===== src/rtl/sysram_arbiter.sv =====
// sysram_arbiter
//   Shares the single-port, synchronous-read system RAM between the video
//   fetch unit (high priority) and the CPU. One access is issued per cycle;
//   every issued access carries a tag {vld, owner, rd} down a two-stage
//   pipeline so read data is returned to the requester that asked for it.
//   CPU writes below ROM_TOP are acknowledged but dropped (Wr_Fault pulse).
//
//   Optional feature: define SYSRAM_ARB_STARVE_GUARD_EN to build the CPU
//   starvation guard (forces one CPU grant after STARVE_MAX lost cycles).
//   Without it, video has strict priority.
//
//   Ports
//     clk, rst_n                 clock, async active-low reset
//     Vid_Req/Vid_Add            video read request (held until Vid_Ack)
//     Vid_Ack                    video accepted this cycle (combinational)
//     Vid_Data/Vid_Valid         video read return (Valid = 1-cycle pulse)
//     Cpu_Req/We/Add/Wdata       CPU request (held until Cpu_Ack)
//     Cpu_Ack                    CPU accepted this cycle (combinational)
//     Cpu_Rdata/Cpu_Valid        CPU read return (reads only)
//     Wr_Fault                   pulse: CPU write into ROM window dropped
//     Mem_Add/Mem_In_Data/Mem_we to memory, registered
//     Mem_Out_Data               from memory, valid two cycles after issue

module sysram_arbiter #(
  parameter int unsigned             ADDR_W     = 15,
  parameter int unsigned             DATA_W     = 8,
  parameter logic [ADDR_W-1:0]       ROM_TOP    = 15'h1000,
  parameter int unsigned             STARVE_MAX = 4
) (
  input  logic              clk,
  input  logic              rst_n,
  input  logic              Vid_Req,
  input  logic [ADDR_W-1:0] Vid_Add,
  output logic              Vid_Ack,
  output logic [DATA_W-1:0] Vid_Data,
  output logic              Vid_Valid,
  input  logic              Cpu_Req,
  input  logic              Cpu_We,
  input  logic [ADDR_W-1:0] Cpu_Add,
  input  logic [DATA_W-1:0] Cpu_Wdata,
  output logic              Cpu_Ack,
  output logic [DATA_W-1:0] Cpu_Rdata,
  output logic              Cpu_Valid,
  output logic              Wr_Fault,
  output logic [ADDR_W-1:0] Mem_Add,
  output logic [DATA_W-1:0] Mem_In_Data,
  output logic              Mem_we,
  input  logic [DATA_W-1:0] Mem_Out_Data
);

  localparam logic OWN_VID = 1'b0;
  localparam logic OWN_CPU = 1'b1;

  typedef struct packed {
    logic vld;
    logic owner;
    logic rd;
  } tag_t;

  // ---------------------------------------------------------------------
  // Arbitration
  // ---------------------------------------------------------------------
  logic force_cpu;
  logic vid_win, cpu_win;
  logic cpu_wr_ok, cpu_wr_blk;

  always_comb begin
    vid_win    = Vid_Req & ~force_cpu;
    cpu_win    = Cpu_Req & ~vid_win;
    cpu_wr_ok  = Cpu_We & (Cpu_Add >= ROM_TOP);
    cpu_wr_blk = Cpu_We & (Cpu_Add <  ROM_TOP);
  end

  // Acks are qualified by rst_n so nothing is accepted while in reset.
  assign Vid_Ack = rst_n & vid_win;
  assign Cpu_Ack = rst_n & cpu_win;

`ifdef SYSRAM_ARB_STARVE_GUARD_EN
  // Counts consecutive cycles the CPU asked and lost to video.
  logic [3:0] starve_q, starve_d;

  always_comb begin
    force_cpu = Cpu_Req & (starve_q == STARVE_MAX[3:0]);
    starve_d  = starve_q;
    if (!Cpu_Req || cpu_win)
      starve_d = 4'd0;
    else if (vid_win)
      starve_d = starve_q + 4'd1;
  end

  always_ff @(posedge clk or negedge rst_n) begin
    if (!rst_n) starve_q <= 4'd0;
    else        starve_q <= starve_d;
  end
`else
  logic [3:0] unused_starve_max;
  assign unused_starve_max = STARVE_MAX[3:0];
  assign force_cpu         = 1'b0;
`endif

  // ---------------------------------------------------------------------
  // Issue register + tag pipeline
  // ---------------------------------------------------------------------
  logic [ADDR_W-1:0] mem_add_q, mem_add_d;
  logic [DATA_W-1:0] mem_in_q,  mem_in_d;
  logic              mem_we_q,  mem_we_d;
  logic              fault_q,   fault_d;
  tag_t              tag1_q,    tag1_d;
  tag_t              tag2_q,    tag2_d;

  always_comb begin
    mem_add_d = mem_add_q;
    mem_in_d  = mem_in_q;
    mem_we_d  = 1'b0;
    fault_d   = 1'b0;
    tag1_d    = '0;
    if (vid_win) begin
      mem_add_d = Vid_Add;
      tag1_d    = '{vld: 1'b1, owner: OWN_VID, rd: 1'b1};
    end else if (cpu_win) begin
      // A blocked write still moves Mem_Add; the memory does a harmless read.
      mem_add_d = Cpu_Add;
      mem_in_d  = Cpu_Wdata;
      mem_we_d  = cpu_wr_ok;
      fault_d   = cpu_wr_blk;
      tag1_d    = '{vld: 1'b1, owner: OWN_CPU, rd: ~Cpu_We};
    end
    // Stage 2 lines up with the edge where the memory samples the address.
    tag2_d = tag1_q;
  end

  always_ff @(posedge clk or negedge rst_n) begin
    if (!rst_n) begin
      mem_add_q <= '0;
      mem_in_q  <= '0;
      mem_we_q  <= 1'b0;
      fault_q   <= 1'b0;
      tag1_q    <= '0;
      tag2_q    <= '0;
    end else begin
      mem_add_q <= mem_add_d;
      mem_in_q  <= mem_in_d;
      mem_we_q  <= mem_we_d;
      fault_q   <= fault_d;
      tag1_q    <= tag1_d;
      tag2_q    <= tag2_d;
    end
  end

  // ---------------------------------------------------------------------
  // Return path: Mem_Out_Data is valid while the stage-2 tag is present.
  // ---------------------------------------------------------------------
  logic [DATA_W-1:0] vid_data_q,  vid_data_d;
  logic [DATA_W-1:0] cpu_data_q,  cpu_data_d;
  logic              vid_valid_q, vid_valid_d;
  logic              cpu_valid_q, cpu_valid_d;

  always_comb begin
    vid_valid_d = tag2_q.vld & tag2_q.rd & (tag2_q.owner == OWN_VID);
    cpu_valid_d = tag2_q.vld & tag2_q.rd & (tag2_q.owner == OWN_CPU);
    vid_data_d  = vid_data_q;
    cpu_data_d  = cpu_data_q;
    if (vid_valid_d) vid_data_d = Mem_Out_Data;
    if (cpu_valid_d) cpu_data_d = Mem_Out_Data;
  end

  always_ff @(posedge clk or negedge rst_n) begin
    if (!rst_n) begin
      vid_data_q  <= '0;
      cpu_data_q  <= '0;
      vid_valid_q <= 1'b0;
      cpu_valid_q <= 1'b0;
    end else begin
      vid_data_q  <= vid_data_d;
      cpu_data_q  <= cpu_data_d;
      vid_valid_q <= vid_valid_d;
      cpu_valid_q <= cpu_valid_d;
    end
  end

  assign Mem_Add     = mem_add_q;
  assign Mem_In_Data = mem_in_q;
  assign Mem_we      = mem_we_q;
  assign Wr_Fault    = fault_q;
  assign Vid_Data    = vid_data_q;
  assign Vid_Valid   = vid_valid_q;
  assign Cpu_Rdata   = cpu_data_q;
  assign Cpu_Valid   = cpu_valid_q;

endmodule

===== config.mk =====
export PLATFORM = sky130hd
export DESIGN_NAME = sysram_arbiter
export DESIGN_NICKNAME = d
export VERILOG_FILES = /design/src/rtl/sysram_arbiter.sv
export SDC_FILE = /design/constraint.sdc
export NUM_CORES = 1
export LEC_CHECK = 0
export BUFFER_PORTS_ARGS = -buffer_cell sky130_fd_sc_hd__buf_4
export CORE_UTILIZATION = 35
export DETAILED_ROUTE_END_ITERATION = 8
export PLACE_DENSITY = 0.69
export SKIP_CTS_REPAIR_TIMING = 1
export SLEW_MARGIN = 20
export SYNTH_ARGS = -nofsm -noshare
export SYNTH_HDL_FRONTEND = slang
export SYNTH_SLANG_ARGS = --single-unit

===== constraint.sdc =====
create_clock -name clk -period 1.86 [get_ports clk]
set_clock_uncertainty 0.15 [all_clocks]
set_input_delay 0.093 -clock clk [delete_from_list [all_inputs] [get_ports clk]]
set_output_delay 0.093 -clock clk [all_outputs]
set_load 0.005 [all_outputs]

==> metrics.txt <==
outcome finished with violations; failing checks hold timing; R2R Path End Mem_Add[5]$_DFFE_PN0P_; power after layout roughly 0.0025 W; HPWL after DPL a little under 3000 µm; # Max-Cap Violations 0; cell area after synthesis between 1500 and 2000 µm²; number of instances in the synthesized netlist 137; Die Width around 77 µm; pin count of the biggest net entering global routing 35; fraction of layout instances using a drive strength above 1 45.9%; Detail Route Antenna Nets 0; count of H-tree levels built during CTS 2; Buf/Inv on CP 2; share of synthesized flip-flops with an asynchronous set or reset 100%; crit end category register; Routability Congestion 0.700; max-slew violations 0; highest attainable clock frequency between 600 and 700 MHz; final setup fails 0; floorplan row count 26; buffer cell driving the clock tree root sky130_fd_sc_hd__clkbuf_8; Netlist cell types 20; CTS tree built; area of the die approximately 5900 µm²; latest clock arrival within the worst-skew pair between 0.2 and 0.3 ns; count of clock tree sinks 49; maximum net fanout on the critical path 18; unrepaired setup endpoints after global routing no; first-pass GRT wire length between 6000 and 7000 µm; Diodes inserted 0; count of input and output buffers 95; period utilisation layout approximately four fifths; Fill cells 411; number of global-route vias before repair 1361; Total Routing Usage GR between 10% and 20%; depth of the worst register-to-register path 3; total overflow reported by the global router 0; net count after synthesis between 150 and 200; Avg Inst Size Synth 14.3 µm²; number of detailed-routing iterations run before antenna repair 4; area of all placed cells without fillers between 3000 and 4000 µm²; post-layout utilization of the core approximately 63%; synthesis-to-finish area growth 67.6%; Post-Place Cell Area 2710 µm²; Crit path largest cell delay approximately 0.55 ns; Leakage 1.62 nW; final count of hold timing violations 1; DRC violation count after routing 0; Place WS approximately 0.37 ns; cell with the largest stage delay on the worst path sky130_fd_sc_hd__dlygate4sd3_1; EDFF count, synth 0; startpoint kind of the worst setup timing path input pin; Post-layout nets about 330; CP Cell Sequence buf_4 -> nor2b_4 -> nor3b_2 -> dlygate4sd3_1; sequential share of the synthesized area 62.8%; data required time at the worst endpoint between 1.5 and 2 ns; clock tree buffer depth 2; Pwr per Cell Area roughly 760 nW/µm²; Fin Setup TNS 0 ns; fin crit period approximately 1.5 ns; Worst Hold Slack -0.00976 ns; drt initial violations 43; type of the tightest min-delay check input pin to register; origin of the worst min-delay path Cpu_Add[1]; hold-critical path endpoint Mem_Add[1]$_DFFE_PN0P_; wire length per cell after detailed routing 13.6 µm; Vert. Die Dim around 77 µm; area of the core region between 5000 and 6000 µm²; VDD IR max ~0.34 mV; Total Routed Length between 4000 and 5000 µm; clock buffer count from CTS 5; commonest register cell after synthesis sky130_fd_sc_hd__dfrtp_1; slew at the pin closest to its max-slew limit 0.430 ns; count of cells along the worst hold path 3; Clock transition at path regs ~0.08 ns; Worst Setup Slack, final roughly 0.36 ns; starting density of the core a little under two fifths; Via density about 4.5; number of synthesized register bits 49; worst setup path class input pin to register; total vias in the final route 1586; worst slew margin relative to its limit slightly above 70%; warning count from the yosys run 0; antenna violations before repair 0; category of cells accounting for the largest share of critical-path delay buffers and inverters; RR Startpoint Mem_Add[5]$_DFFE_PN0P_; # IOs 96; Arr. time, crit path 1.59 ns; Reg2Reg Setup Slack 0.41 ns
==> layout make-up <==
cell class	count	area, µm²	area share (%)
sequential	49	1230	37.4
timing repair buffer	144	1200	36.7
multi-input combinational	79	668	20.4
tap	70	87.6	2.67
clock buffer	8	80.1	2.45
inverter	3	11.3	0.344
==> placed cells by master (no fill, tap or decap), types with 5 or more instances in the layout <==
cell	n
sky130_fd_sc_hd__mux2_4	6
sky130_fd_sc_hd__mux2_2	18
sky130_fd_sc_hd__dfrtp_1	49
sky130_fd_sc_hd__mux2i_1	15
sky130_fd_sc_hd__nand2_1	15
sky130_fd_sc_hd__o21ai_0	12
sky130_fd_sc_hd__dlygate4sd3_1	48
sky130_fd_sc_hd__clkbuf_8	5
sky130_fd_sc_hd__buf_4	96
==> kinds of logic after synthesis <==
family	count (synthesis)	share of synthesized area, %
flip-flops	49	62.8
AO/OA/AOI/OAI	16	4.23
multiplexers	39	22.7
buffers and inverters	9	3.01
AND/OR/NAND/NOR	24	7.30
==> registers in the layout (all words and copies together), names as in the netlist <==
signal,flops
Vid_Valid,1
Mem_In_Data,8
Vid_Data,8
Wr_Fault,1
tag1_q,3
Cpu_Valid,1
Mem_Add,15
Cpu_Rdata,8
tag2_q,3
Mem_we,1
==> worst max-delay path by stage <==
stage                                    from                         end  slack, ns  cells past startpoint
final                                 Cpu_Req            Mem_we$_DFF_PN0_       0.36                      4
after global routing                  Cpu_Req            Mem_we$_DFF_PN0_       0.27                      4
after CTS                             Cpu_Req                     Cpu_Ack       0.50                      4
after detailed placement              Cpu_Req  Mem_In_Data[0]$_DFFE_PN0P_       0.37                      3
after global placement                Cpu_Req  Mem_In_Data[0]$_DFFE_PN0P_       0.41                      3
after floorplan           tag2_q[2]$_DFF_PN0_    Cpu_Rdata[0]$_DFFE_PN0P_       0.68                      2
==> layer usage <==
metal  routed length, µm  global-route usage [%]
met1                2030                    20.2
met2                2350                    21.8
met3                 359                    7.02
met4                  67                    4.62
met5                   0                       0
==> Yosys cell counts (2+ instances only) <==
library cell	instances	area (µm²)
sky130_fd_sc_hd__mux2i_1	15	150
sky130_fd_sc_hd__o21ai_0	12	60.1
sky130_fd_sc_hd__mux2_4	6	90.1
sky130_fd_sc_hd__o21ai_1	3	15.0
sky130_fd_sc_hd__buf_2	2	10.0
sky130_fd_sc_hd__dfrtp_1	49	1230
sky130_fd_sc_hd__mux2_2	18	203
sky130_fd_sc_hd__buf_6	3	33.8
sky130_fd_sc_hd__and2_1	2	12.5
sky130_fd_sc_hd__inv_1	3	11.3
sky130_fd_sc_hd__nand2_1	15	56.3
==> metrics by stage <==
stage | hold slack (ns) | instances
4_1_cts | -0.502 | 305
3_5_place_dp | -0.174 | 297
6_report | -0.00976 | 353
2_1_floorplan | -0.353 | 137
5_1_grt | 0.0141 | 353
3_3_place_gp | -0.175 | 297
==> worst reg2reg max path, stage by stage (launching register included) <==
cell and delay (ns):
sky130_fd_sc_hd__dfrtp_1 0.40, sky130_fd_sc_hd__mux2i_1 0.13, sky130_fd_sc_hd__o21ai_0 0.09, sky130_fd_sc_hd__dlygate4sd3_1 0.57
==> power breakdown <==
group	switching [W]	leakage, nW	internal (W)
clock	0.000327	0.0395	0.000268
combinational	0.000200	1.00	0.000420
sequential	0.0000728	0.583	0.00120
Note: power is estimated with default switching activity, not from simulation.
